<file path="src/rtl/barrido_anodos_display.sv">
`default_nettype none
// ============================================================================
// Module      : barrido_anodos_display
// Description : Scan controller for a 4-digit 7-segment display. Drives the
//               digit index for the decoder and the matching active-low anode
//               enables, with an optional blanking gap between digits to
//               suppress ghosting.
// Revision    : 1.0 - initial release
// ============================================================================
module barrido_anodos_display #(
  parameter int CNT_WIDTH    = 17,
  parameter int REFRESH_DIV  = 100000,
  parameter int BLANK_CYCLES = 1000
) (
  input  logic       clk,
  input  logic       reset,
  input  logic       habilitar,
  output logic [1:0] seleccion,
  output logic [3:0] anodos,
  output logic       tick_digito
);

  typedef enum logic [0:0] {
    MOSTRAR = 1'b0,
    APAGAR  = 1'b1
  } estado_t;

  // Terminal counts of each phase. With no gap, the APAGAR terminal is never used.
  localparam logic [CNT_WIDTH-1:0] c_ult_mostrar = CNT_WIDTH'(REFRESH_DIV - 1);
  localparam logic [CNT_WIDTH-1:0] c_ult_apagar  =
    CNT_WIDTH'((BLANK_CYCLES > 0) ? (BLANK_CYCLES - 1) : 0);
  localparam logic [CNT_WIDTH-1:0] c_uno         = CNT_WIDTH'(1);
  localparam logic                 c_con_hueco   = (BLANK_CYCLES > 0);
  localparam logic [3:0]           c_apagado     = 4'b1111;

  estado_t              r_estado, w_estado_n;
  logic [CNT_WIDTH-1:0] r_cnt,    w_cnt_n;
  logic [1:0]           r_sel,    w_sel_n;
  logic [3:0]           r_anodos, w_anodos_n;
  logic                 r_tick,   w_tick_n;

  // State, counter and all outputs are registered; reset blanks the display.
  always_ff @(posedge clk or posedge reset) begin
    if (reset) begin
      r_estado <= MOSTRAR;
      r_cnt    <= '0;
      r_sel    <= 2'd0;
      r_anodos <= c_apagado;
      r_tick   <= 1'b0;
    end else begin
      r_estado <= w_estado_n;
      r_cnt    <= w_cnt_n;
      r_sel    <= w_sel_n;
      r_anodos <= w_anodos_n;
      r_tick   <= w_tick_n;
    end
  end

  // Next-state logic; everything holds while habilitar is low. The anode
  // decode uses the next index so anodos and seleccion switch on the same edge.
  always_comb begin
    w_estado_n = r_estado;
    w_cnt_n    = r_cnt;
    w_sel_n    = r_sel;
    w_tick_n   = 1'b0;
    w_anodos_n = c_apagado;

    if (habilitar) begin
      case (r_estado)
        MOSTRAR: begin
          if (r_cnt == c_ult_mostrar) begin
            w_cnt_n = '0;
            if (c_con_hueco) begin
              w_estado_n = APAGAR;
            end else begin
              w_sel_n  = r_sel + 2'd1;
              w_tick_n = 1'b1;
            end
          end else begin
            w_cnt_n = r_cnt + c_uno;
          end
        end
        APAGAR: begin
          if (r_cnt == c_ult_apagar) begin
            w_cnt_n    = '0;
            w_estado_n = MOSTRAR;
            w_sel_n    = r_sel + 2'd1;
            w_tick_n   = 1'b1;
          end else begin
            w_cnt_n = r_cnt + c_uno;
          end
        end
        default: begin
          w_estado_n = MOSTRAR;
          w_cnt_n    = '0;
        end
      endcase

      if (w_estado_n == MOSTRAR) begin
        w_anodos_n = ~(4'b0001 << w_sel_n);
      end
    end
  end

  assign seleccion   = r_sel;
  assign anodos      = r_anodos;
  assign tick_digito = r_tick;

endmodule
`default_nettype wire

</file>
<file path="config.mk">
export PLATFORM = sky130hd
export DESIGN_NAME = barrido_anodos_display
export DESIGN_NICKNAME = d
export VERILOG_FILES = /design/src/rtl/barrido_anodos_display.sv
export SDC_FILE = /design/constraint.sdc
export NUM_CORES = 1
export LEC_CHECK = 0
export ABC_AREA = 1
export ABC_CLOCK_PERIOD_IN_PS = 1400
export CORE_ASPECT_RATIO = 1.5
export CORE_UTILIZATION = 44
export CTS_CLUSTER_DIAMETER = 80
export DETAILED_ROUTE_END_ITERATION = 10
export RECOVER_POWER = 100
export SETUP_SLACK_MARGIN = 0.05
export SLEW_MARGIN = 20
export SYNTH_ARGS = -nofsm -noshare
export SYNTH_HDL_FRONTEND = slang
export SYNTH_SLANG_ARGS = --single-unit
</file>
<file path="constraint.sdc">
create_clock -name clk -period 1.4 [get_ports clk]
set_clock_uncertainty 0.1 [all_clocks]
set_input_delay 0.28 -clock clk [delete_from_list [all_inputs] [get_ports clk]]
set_output_delay 0.28 -clock clk [all_outputs]
set_load 0.02 [all_outputs]
</file>
# Word level (Yosys, flattened, before mapping)
# Cells that the tools add are included.
[classes]
n_eq_ne = 2
order_cmp = 0
shift = 1
mux = 15
n_mul = 0
add_sub_neg = 2
bitwise_logic = 2
div_mod_pow = 0
reduce_logical = 0
[op_table]
columns = ["operator", "count"]
rows = [
  ["2-to-1 mux 17 bit", 2],
  ["case mux 17 bit (2 select lines)", 1],
  ["adder 17 x 1 -> 17 bit, second input constant", 1],
  ["== test 17 x 10 -> 1 bit, second input constant", 1],
  ["== test 17 bit, second input constant", 1],
  ["2-to-1 mux 4 bit", 2],
  ["2-to-1 mux 1 bit", 5],
  ["2-to-1 mux 2 bit", 2],
  ["NOT 4 bit", 1],
  ["case mux 1 bit (2 select lines)", 2],
  ["case mux 2 bit (2 select lines)", 1],
  ["left shift 1 x 2 -> 4 bit, first input constant", 1],
  ["adder 2 x 1 -> 2 bit, second input constant", 1],
  ["NOT 1 bit", 1],
]
[word_totals]
latch_bits = 0
rom_bits = 0
ram_bits = 0
word_cells = 27
ff_bits = 25
output_inout_bits = 7
in_bits = 3
n_memories = 0

# Longest topological paths before layout
# Gate-level depths: netlist (run 1).
[logic_depth]
word_depth = 8
depth_mapped = 10
depth_no_buf = 10

# Worst setup path after synthesis (run 1)
# Ideal clock, no wire load.
[synth_path]
path_type = "register to register"
startpoint = "register r_cnt[0]"
endpoint = "register r_cnt[16]"
arrival_ps = 1266
n_path_buf = 0
setup_ps = 71
path_slack_ps = -37
synth_period_minus_slack_ps = 1437
stages_incl_launch_ff = 11
required_ps = 1229
cell_sequence = "dfrtp_1 ha_1 nand2_1 inv_2 nand2_1 nor2_1 nand3_1 nand2_1 nand2_2 clkinv_2 nor2_1"
[synth_via]
elab_chain_cells = 3
word_cells_on_any_way = 6
cone_classes = "add/sub: 1; eq/ne: 2; mux: 3"
[synth_rtl]
columns = ["item", "line", "text"]
rows = [
  ["from (decl)", "37", "logic [CNT_WIDTH-1:0] r_cnt, w_cnt_n;"],
  ["from (signal assigned)", "52", "r_cnt <= w_cnt_n;"],
  ["adder 17 x 1 -> 17 bit, or another cell as far along", "80, 90", ""],
  ["2-to-1 mux 17 bit (on tied branches)", "84, 71", ""],
  ["case mux 17 bit (2 select lines) (*)", "69", "case (r_estado)"],
]
# Mark *: on every way between the ends. The rest lies on a longest branch, timed or not.
# A chain may end at the register's enable or synchronous reset.

# Worst setup path after layout (run 1)
[layout_path]
startpoint = "register r_cnt[1]"
endpoint = "register r_cnt[5]"
# The elaborated chain is that of the path after synthesis.

==> out/results.tsv, run 1 <==
metric	value	unit
p_int	1.418	mW
ys_ff_latch	25	
dpl_cell_area	1909	um2
synth_edf_count	0	
cts_sinks	25	
netlist_area	1568	um2
fmax	638.3	MHz
area_delta_synth_final	33.68	%
seq_area_frac_synth	0.4022	
clkPwrFrac	0.193	
num_io_pins	10	
drc	0	
slew_headroom	0.5364	
clock_path_buffers	2	
cts-root-buf	clkbuf_8	
cp.arrival	1630	ps
hold_violations	0	
power.switching	829.4	uW
drive_above_1_share	0.3961	
power.density	1072	nW/um2
routedWlPerCell	13.46	um
setup_violations	22	
ys_types	28	
drt-total-wl	3997	um
die_y	75.11	um
p_comb_frac	0.354	
place_ws	-379.1	ps
die_w	50.74	um
drt_iter0_drc	61	
rows	26	
mostFrequentLayoutCells	47 x nand2_1, 33 x buf_4, 25 x nor2_1, 19 x inv_1, 18 x dfrtp_1	
leakage	1.004	nW
swShare	0.3690	
timing.rr.end	r_cnt[5]	
hold_class	in -> async	
cts_buffers	3	
grt_first_pass_wirelength	6354	um
start_util	0.4590	
path_clk_slew	90	ps
grt_pass1_vias	1456	
yosys_warnings	0	
post-route-period-util	1.119	
worstPathRequired	1460	ps
period_minus_slack	1567	ps
cts_tree	done	
cp-end-kind	flip-flop	
syn-mean-instance-area	7.430	um2
cts_max_level	1	
die_area	3810	um2
synth_cells	211	
drt-pass1-iter-count	4	
fin_area	2096	um2
io_buffers	9	
slew_viol_final	0	
track_usage	0.2246	
layout_commonest_cell	nand2_1	
rsz0062_at_grt	true	
antenna_cells	0	
synthFlopType	dfrtp_1	
synth-async-reset-ratio	1.000	
core	3416	um2
setup_ws	-166.7	ps
holdWs	416.1	ps
dp_hpwl	3094	um
overflow	0	
dr_total_vias	1516	
cap_viol_max_count	0	
worstReg2RegStart	r_cnt[1]	
violations	setup timing	
share_seq_of_total_power	0.453	
gp_congestion	0.9173	
status	finished with violations	
p_total	2.248	mW
antenna_found_initial	0	
ant_nets	0	
grt_max_degree	14	
crit_fanout	7	
reg2reg_depth	10	
r2r_setup_slack	-170	ps
dp.cells	286	
clock_latency	270	ps
fin_nets	260	
worstSetupPathType	reg -> reg	
startpoint_type	flip-flop	
final_cells	297	
max_slew.worst_pin.slew	695.4	ps
synth_nets	215	
ir_drop	932.3	uV
viasPerCell	5.104	
[how the worst max path moves through the flow]
stage,from,endpoint,slack [ps],depth (start not counted)
after floorplan,r_cnt[1],r_cnt[16],6,8
after global placement,habilitar,r_cnt[15],-260,6
after detailed placement,habilitar,r_cnt[15],-380,7
after CTS,r_cnt[0],r_cnt[16],-160,9
after global routing,r_cnt[1],r_estado,-240,9
final,r_cnt[1],r_cnt[5],-170,10
[timing repair]
action                     4_1_cts  5_1_grt
pin swaps                        8        9
hold buffers                     0        0
gates resized for setup         34       25
setup endpoints to repair       31       26
setup buffers                    4        3
[logic make-up after synthesis]
family          after synthesis  share of synthesized area
simple gates                131                     0.4102
compound gates               10                    0.03591
flops                        25                     0.4022
buf+inv                      35                    0.09338
xor+xnor                      9                    0.05028
fa+ha+maj                     1                   0.007980
[metal layers]
layer	up-vias	share of wire	track usage
met1	724	0.39	0.2582
li1	750	-	-
met4	0	0.021	0.08025
met5	-	0	0
met2	32	0.56	0.4222
met3	10	0.027	0.02828
[sequential cells by signal (all words and copies together) (netlist names)]
signal	flops
r_estado	1
tick_digito	1
r_cnt	17
anodos	4
seleccion	2
[synth_stat cells (all sizes together) (3+ instances only)]
library cell / count / share of area
inv: 29 / 0.069
xor2: 8 / 0.045
nand4: 9 / 0.036
a21oi: 5 / 0.016
nand2: 59 / 0.15
nor3: 4 / 0.019
dfstp: 4 / 0.067
nor2: 40 / 0.13
dfrtp: 21 / 0.34
nand3: 18 / 0.064
o21ai: 3 / 0.0096
buf: 4 / 0.018
[metrics by stage]
stage | util | TNS [ps]
6_report | 0.6136 | -2718
5_1_grt | 0.6136 | -4537
4_1_cts | 0.5875 | -2395
3_5_place_dp | 0.5590 | -4691
3_3_place_gp | 0.5590 | -3576
2_1_floorplan | - | 0
[critical path, stage by stage, from the launching register on]
cell	delay, ps
dfrtp_1	420
ha_4	200
nand2_2	60
inv_2	60
nand2_2	70
nor2_2	130
nand3_2	130
nand2_2	120
nand2_4	60
clkinv_4	70
nor2_1	50
[power by group through the flow]
stage | Combinational, mW | Sequential [mW] | Clock [mW]
after floorplan | 0.411 | 0.940 | 0
after global placement | 0.652 | 0.976 | 0
after detailed placement | 0.670 | 0.980 | 0
after CTS | 0.715 | 0.982 | 0.449
after global routing | 0.883 | 1.03 | 0.471
final | 0.796 | 1.02 | 0.434
[final cells by class]
| type | instances | area, um2 |
|---|---|---|
| Clock buffer | 4 | 45.04 |
| Fill cell | 316 | 1320 |
| Inverter | 30 | 117.6 |
| Multi-Input combinational cell | 151 | 913.4 |
| Sequential cell | 25 | 634.4 |
| Tap cell | 42 | 52.55 |
| Timing Repair Buffer | 45 | 332.8 |
Power figures use the tool's default switching activity.
==> run 2, diff against run 1 <==
--- a/config.mk
+++ b/config.mk
@@ -10,6 +10,7 @@
 export CORE_ASPECT_RATIO = 1.5
 export CORE_UTILIZATION = 44
 export CTS_CLUSTER_DIAMETER = 80
+export CTS_CLUSTER_SIZE = 16
 export DETAILED_ROUTE_END_ITERATION = 10
 export RECOVER_POWER = 100
 export SETUP_SLACK_MARGIN = 0.05
==> results of run 2 <==
Same layout as run 1: the final DEF is identical, and so are final timing and power.
==> run 3, diff against run 2 <==
--- a/config.mk
+++ b/config.mk
@@ -7,6 +7,7 @@
 export LEC_CHECK = 0
 export ABC_AREA = 1
 export ABC_CLOCK_PERIOD_IN_PS = 1400
+export CAP_MARGIN = 25
 export CORE_ASPECT_RATIO = 1.5
 export CORE_UTILIZATION = 44
 export CTS_CLUSTER_DIAMETER = 80
@@ -14,6 +15,7 @@
 export DETAILED_ROUTE_END_ITERATION = 10
 export RECOVER_POWER = 100
 export SETUP_SLACK_MARGIN = 0.05
+export SKIP_LAST_GASP = 1
 export SLEW_MARGIN = 20
 export SYNTH_ARGS = -nofsm -noshare
 export SYNTH_HDL_FRONTEND = slang
==> out/results.tsv, run 3 (same netlist as run 1, synthesis figures left out) <==
metric	value	unit
drt_iter0_drc	56	
fin_area	2096	um2
path_clk_slew	90	ps
dr_total_vias	1515	
mostFrequentLayoutCells	47 x nand2_1, 33 x buf_4, 25 x nor2_1, 19 x inv_1, 18 x dfrtp_1	
startpoint_type	flip-flop	
clock_path_buffers	2	
track_usage	0.2246	
dp_hpwl	3094	um
drt-pass1-iter-count	4	
reg2reg_depth	10	
post-route-util	0.6136	
overflow	0	
slew_viol_final	0	
fin_nets	260	
violations	setup timing	
hold_violations	0	
cts_buffers	3	
rsz0062_at_grt	true	
largest-register	r_cnt	
drt-total-wl	3992	um
fmax	638.1	MHz
clkPwrFrac	0.192	
swShare	0.3682	
grt_pass1_vias	1456	
routedWlPerCell	13.44	um
period_minus_slack	1567	ps
cp-end-kind	flip-flop	
ir_drop	932.2	uV
power.density	1071	nW/um2
hold_class	in -> async	
gp_congestion	0.9173	
die_w	50.74	um
post-route-period-util	1.119	
timing.rr.end	r_cnt[5]	
slew_headroom	0.5398	
power.switching	826.6	uW
setup_violations	22	
drive_above_1_share	0.3961	
antenna_found_initial	0	
cp.arrival	1630	ps
grt_first_pass_wirelength	6354	um
ant_nets	0	
worstPathRequired	1460	ps
grt_max_degree	14	
drc	0	
max_slew.worst_pin.slew	690.3	ps
p_comb_frac	0.355	
worstSetupPathType	reg -> reg	
setup_tns	-2714	ps
cts-root-buf	clkbuf_8	
status	finished with violations	
place_ws	-379.1	ps
setup_ws	-167.3	ps
worstReg2RegStart	r_cnt[1]	
io_buffers	9	
cts_max_level	1	
cts_sinks	25	
crit_fanout	7	
layout_commonest_cell	nand2_1	
antenna_cells	0	
rows	26	
die_area	3810	um2
area_delta_synth_final	33.68	%
core	3416	um2
cts_tree	done	
leakage	1.004	nW
p_int	1.418	mW
cap_viol_max_count	0	
clock_latency	270	ps
die_y	75.11	um
largest_reg_flops	17	
start_util	0.4590	
viasPerCell	5.101	
r2r_setup_slack	-170	ps
dpl_cell_area	1909	um2
share_seq_of_total_power	0.453	
num_io_pins	10	
-- run 3: cell counts in the layout (fill, tap and decap cells not counted) --
No cell type changed its count.
-- run 3: per-layer routing --
metal | GRT usage | vias to the layer above | share of wire
li1 | - | 748 | -
met1 | 0.2582 | 727 | 0.40
met2 | 0.4222 | 28 | 0.56
met3 | 0.02828 | 12 | 0.024
met4 | 0.08025 | 0 | 0.021
met5 | 0 | - | 0
-- run 3: how the worst max path moves through the flow --
stage	from	to	slack, ps
2_1_floorplan	r_cnt[1]	r_cnt[16]	6
3_3_place_gp	habilitar	r_cnt[15]	-260
3_5_place_dp	habilitar	r_cnt[15]	-380
4_1_cts	r_cnt[0]	r_cnt[16]	-160
5_1_grt	r_cnt[1]	r_estado	-240
6_report	r_cnt[1]	r_cnt[5]	-170
-- run 3: area by class of cell --
type,instances,area (um2)
fillers,316,1320
multi-input cells,151,913.4
flip-flops and latches,25,634.4
repair buffers,45,332.8
inverters,30,117.6
well taps,42,52.55
clock buffers,4,45.04
-- run 3: metrics by stage --
step           total power [mW]  std cells  hold WS (ps)
2_1_floorplan             1.351        211         204.4
3_3_place_gp              1.628        286         429.2
3_5_place_dp              1.650        286         448.2
4_1_cts                   2.146        294         240.9
5_1_grt                   2.386        297         460.8
6_report                  2.245        297         416.5
-- run 3: repair_timing --
| action | in CTS | in global routing |
|---|---|---|
| setup buffers | 4 | 3 |
| pin swaps | 8 | 9 |
| endpoints found under the setup margin | 31 | 27 |
| gates resized for setup | 31 | 28 |
| hold buffers | 0 | 0 |
-- run 3: power by group through the flow --
stage | Combinational, mW | Sequential, mW | Clock [mW]
after floorplan | 0.411 | 0.940 | 0
after global placement | 0.652 | 0.976 | 0
after detailed placement | 0.670 | 0.980 | 0
after CTS | 0.715 | 0.982 | 0.449
after global routing | 0.883 | 1.03 | 0.471
final | 0.797 | 1.02 | 0.431
-- run 3: critical path: stages (launching register included) --
cell      delay [ps]
dfrtp_1          420
ha_4             200
nand2_2           70
inv_2             60
nand2_2           70
nor2_2           130
nand3_2          130
nand2_2          120
nand2_4           60
clkinv_4          70
nor2_1            50
==> RTL change 1 (config.mk and constraints of run 2) <==
Register the input `habilitar` before use, without a reset. The logic sees it one clock later.
--- a/src/rtl/barrido_anodos_display.sv
+++ b/src/rtl/barrido_anodos_display.sv
@@ -35,2 +35,8 @@
 
+  logic habilitar_q;
+
+  always_ff @(posedge clk) begin
+    habilitar_q <= habilitar;
+  end
+
   estado_t              r_estado, w_estado_n;
@@ -67,3 +73,3 @@
 
-    if (habilitar) begin
+    if (habilitar_q) begin
       case (r_estado)
Behaviour: not the same (a bounded check fails within 4 cycles, from zero or initial values and one cycle with reset high).
==> RTL change 1 against run 2 <==
Final cell count grew 0.34%; sequential share of layout area is essentially flat; largest cell class unchanged; global-route usage grew 2.2 points; highest routed layer unchanged; sequential cell count grew 1; critical path type unchanged; synthesized cell count grew 0.47%; clock power grew 4%; power shrank 5.5%; cell area grew 3.2%; synthesized area grew 1.3%; combinational power shrank 14%; worst setup slack gained 32 ps; the run still ends with negative setup slack left; wire length grew 5.6%.
==> RTL change 1: results (changes against run 2) <==
* Met2 GRT Util at 43.86% (+1.6 points)
* First-pass GRT wire length at 7.024 mm (+11%)
* Logic pwr share at 32.1% (-3.3 points)
* Hold slack at 441.7 ps (+25.54 ps)
* Syn Area/Cell at 7.489 sq um (+0.80%)
* Worst-Margin Slew at 618.6 ps (-76.79 ps)
* Power Internal at 1.371 mW (-3.3%)
* Setup TNS at -1983 ps (+734.4 ps)
* DR vias/cell at 5.232 (+2.5%)
* Filler cells at 301 (-4.7%)
* Cell Count, Final, Fillers Out at 298 (+0.34%)
* Top post-synthesis cells by area: dfrtp_1 33%, nand2_1 13%, nor2_1 7.3%
* VDD IR max at 776.1 uV (-17%)
* Largest net degree at the start of global routing at 26 (+12)
* Setup WS post-layout at -134.6 ps (+32.14 ps)
* CTS Sinks at 26 (+4.0%)
* Clock tree cell share of total cell area at 2.082% (-0.067 points)
* Share of cells above drive strength 1 at 47.66% (+8.0 points)
* Register area share after synthesis at 40.98% (+0.75 points)
* Multi-input combinational area share at 44.42% (+0.84 points)
* Number of global-route vias before repair at 1510 (+3.7%)
* Final setup violation count at 21 (-4.5%)
* Dpl hpwl at 2.942 mm (-4.9%)
* Syn nets at 216 (+0.47%)
* Path depth of the worst reg2reg path at 8 (-2)
* Worst slack, placed at -153.1 ps (+226.0 ps)
* Outcome: finished, violations left
* WL/cell at 14.16 um (+5.2%)
* Syn-to-layout area delta at 36.25%
* Tightest Hold Check Type: in2reg
* Worst Path Max Fanout at 4 (-3)
* Grt met3 use at 2.794% (-0.034 points)
* RR Startpoint: r_cnt[10]
* Failing checks: negative setup slack
* Sw power at 0.7516 mW (-9.4%)
* DP Cell Count at 288 (+0.70%)
[RTL change 1: changes by cell type after synthesis, sizes merged]
cell	before	now
dfxtp	0	1
[RTL change 1: cell families after synthesis]
| logic type | Yosys count | synth area share, % |
|---|---|---|
| simple gates | 131 | 40.50 |
| buf+inv | 35 | 9.220 |
| flops | 26 | 40.98 |
| compound gates | 10 | 3.546 |
| xor+xnor | 9 | 4.965 |
| fa+ha+maj | 1 | 0.7879 |
[RTL change 1: how the worst max path moves through the flow]
stage,slack [ps],to,depth (start not counted),from
4_1_cts,-100,r_cnt[5],10,r_cnt[1]
6_report,-130,anodos[3],8,r_cnt[10]
3_3_place_gp,-140,r_cnt[16],8,r_cnt[1]
2_1_floorplan,6,r_cnt[16],8,r_cnt[1]
5_1_grt,-210,r_cnt[16],10,r_cnt[1]
3_5_place_dp,-150,r_cnt[16],9,r_cnt[1]
[RTL change 1: timing repair]
item | CTS | global route
setup endpoints to repair | 31 | 28
resized for setup | 50 | 28
buffers inserted | 4 | 3
pin swaps | 26 | 16
==> RTL change 2 (settings of run 2) <==
Without the edit above. The parameter `BLANK_CYCLES` goes from 1000 to 500.
--- a/src/rtl/barrido_anodos_display.sv
+++ b/src/rtl/barrido_anodos_display.sv
@@ -12,3 +12,3 @@
   parameter int REFRESH_DIV  = 100000,
-  parameter int BLANK_CYCLES = 1000
+  parameter int BLANK_CYCLES = 500
 ) (
Function: same outputs for any inputs over 10 cycles, from zero or initial values and one cycle with reset high; that may be too few to reach the edited logic, so the function may still have changed.
==> RTL change 2 against run 2 <==
The flow still finishes with violations (negative setup slack); sequential power down 11%; utilization increased by 8.3 points; worst setup slack got worse by 53 ps; synthesized area shrank 4.9%; combinational power fell by 12%; power is 7.3% lower; wire length rose by 7.2%; count of clock-buffer cells in the layout down 1; final cell count up 3.0%; sequential cell count is the same; cell area increased by 6.0%; hold slack improved by 60 ps; maximum frequency decreased by 3.3%; via count is 1.8% higher; critical endpoint is now r_cnt[6].
==> RTL change 2: results (changes against run 2) <==
* Initial antenna violation count at 0 (unchanged)
* Share of cells above drive strength 1 at 42.11% (+2.5 points)
* GPL Wtd Cong at 0.9253 (+0.87%)
* DR vias/cell at 5.046 (-1.1%)
* I/O Buffers at 9 (unchanged)
* Nets at 271 (+4.2%)
* First-pass GRT wire length at 6.975 mm (+9.8%)
* CP endpoint kind: flip-flop
* WL final at 4.283 mm (+7.2%)
* Clk root buf: clkbuf_8
* Syn nets at 207 (-3.7%)
* Outcome: finished, violations left
* Setup TNS at -3749 ps (-1031 ps)
* Reg-to-reg endpoint: r_cnt[6]
* Met2 GRT Util at 48.71% (+6.5 points)
* Slew margin rel. at 59.75% (+6.1 points)
* Clock-pin slew on the worst setup and hold paths at 100 ps
* Share of flip-flops with an asynchronous set or reset at 100.0% (unchanged)
* Tightest Hold Check Type: in2async
* Top post-synthesis cells by area: dfrtp_1 35%, nand2_1 13%, nor2_1 9.3%
* VDD IR max at 1097 uV (+18%)
* TritonCTS Buffers at 3 (unchanged)
* Biggest register: r_cnt
* Synth top cells by count: 53 x nand2_1, 37 x nor2_1, 22 x inv_1, 21 x dfrtp_1, 18 x nand3_1
* Path depth of the worst reg2reg path at 8 (-2)
* Worst Path Max Fanout at 4 (-3)
* Primary FF master, synth: dfrtp_1
* Startpoint Class: flip-flop
* Diode count at 0 (unchanged)
* Skew-Pair Late Insertion Delay at 280 ps
* Final Hold Fails at 0 (unchanged)
* DRT iter0 DRCs at 48 (-21%)
* RR Startpoint: r_cnt[1]
* Register area share after synthesis at 42.32% (+2.1 points)
* Grt met1 use at 27.56% (+1.7 points)
* GRT Overall Usage at 25.76% (+3.3 points)
* Setup WS post-layout at -219.6 ps (-52.92 ps)
* Largest net degree at the start of global routing at 26 (+12)
* Drt first pass iters at 4 (unchanged)
* Largest register FFs at 17 (unchanged)
* Grt met3 use at 2.899% (+0.070 points)
* Distinct cells, synth at 24 (-14%)
* H-tree depth at 1 (unchanged)
* Yosys Warn Count at 0 (unchanged)
* Failing checks: negative setup slack
* Final setup violation count at 24 (+9.1%)
* Pleak at 1.072 nW (+6.8%)
* Number of global-route vias before repair at 1552 (+6.6%)
* Dpl hpwl at 3.023 mm (-2.3%)
* Worst slack, placed at -247.3 ps (+131.8 ps)
* Filler cells at 262 (-17%)
* Clk buf depth at 2 (unchanged)
* Area after DPL at 1986 sq um (+4.0%)
* CP arrival at 1700 ps (+70 ps)
==> RTL change 2: cell count changes after synthesis, sizes merged, moves of 2 or more <==
cell | before | now
nand4 | 9 | 6
inv | 29 | 23
nand2 | 59 | 56
nand3 | 18 | 21
nor2 | 40 | 42
==> RTL change 2: how the worst min path moves through the flow <==
stage                     slack, ps        end       from  cells past startpoint
after floorplan                 200   r_cnt[0]      reset                      1
after CTS                       210   r_cnt[3]      reset                      3
after global placement          480  r_cnt[12]  r_cnt[12]                      2
after global routing            510  r_cnt[12]  r_cnt[12]                      2
final                           480  r_cnt[11]      reset                      3
after detailed placement        470  r_cnt[12]  r_cnt[12]                      2
==> RTL change 2: per-stage QoR <==
stage | hold WS, ps | total power [mW] | cells
after floorplan | 204.4 | 1.155 | 203
after global placement | 476.5 | 1.449 | 293
after detailed placement | 470.6 | 1.472 | 293
after CTS | 214.4 | 1.985 | 301
after global routing | 505.7 | 2.180 | 306
final | 475.9 | 2.083 | 306
==> RTL change 2: repair_timing <==
action                     in CTS  in global routing
resized for setup              39                 31
setup endpoints to repair      32                 30
pin swaps                      12                 19
setup buffers                   4                  6
==> RTL change 2: critical path, cell delays in order, from the launching register on <==
cell and delay [ps]:
dfrtp_1 400, ha_4 190, nand3_4 120, buf_4 160, buf_4 140, nor3_4 180
nand2_1 80, nand2_1 90, a21oi_2 50
==> RTL change 2: logic make-up after synthesis <==
logic type	share of synthesized area, %
buffers and inverters	7.641
XOR/XNOR	6.466
adder cells (fa/ha/maj)	0.8395
flip-flops	42.32
AND/OR/NAND/NOR	38.96
multiplexers	0.6717
AO/OA/AOI/OAI	3.106
==> RTL change 2: final cells by class <==
class	count	area [sq um]	share of cell area (%)
multi-input combinational	150	903.4	40.68
sequential	25	633.1	28.51
timing repair buffer	64	498.0	22.42
inverter	23	86.33	3.887
tap	40	50.05	2.254
clock buffer	3	41.29	1.859
clock inverter	1	8.758	0.3944
==> RTL change 2: power breakdown <==
part           total [mW]  switching, mW  internal (mW)
Combinational       0.700          0.366          0.333
Sequential          0.912          0.104          0.807
Clock               0.471          0.262          0.209
==> RTL change 2: layer usage <==
metal	share of wire (%)	wire [um]	up-vias
li1	-	-	759
met1	40	1701	736
met4	4.4	187	0
met3	2.3	99	16
met2	54	2296	33
met5	0	0	-
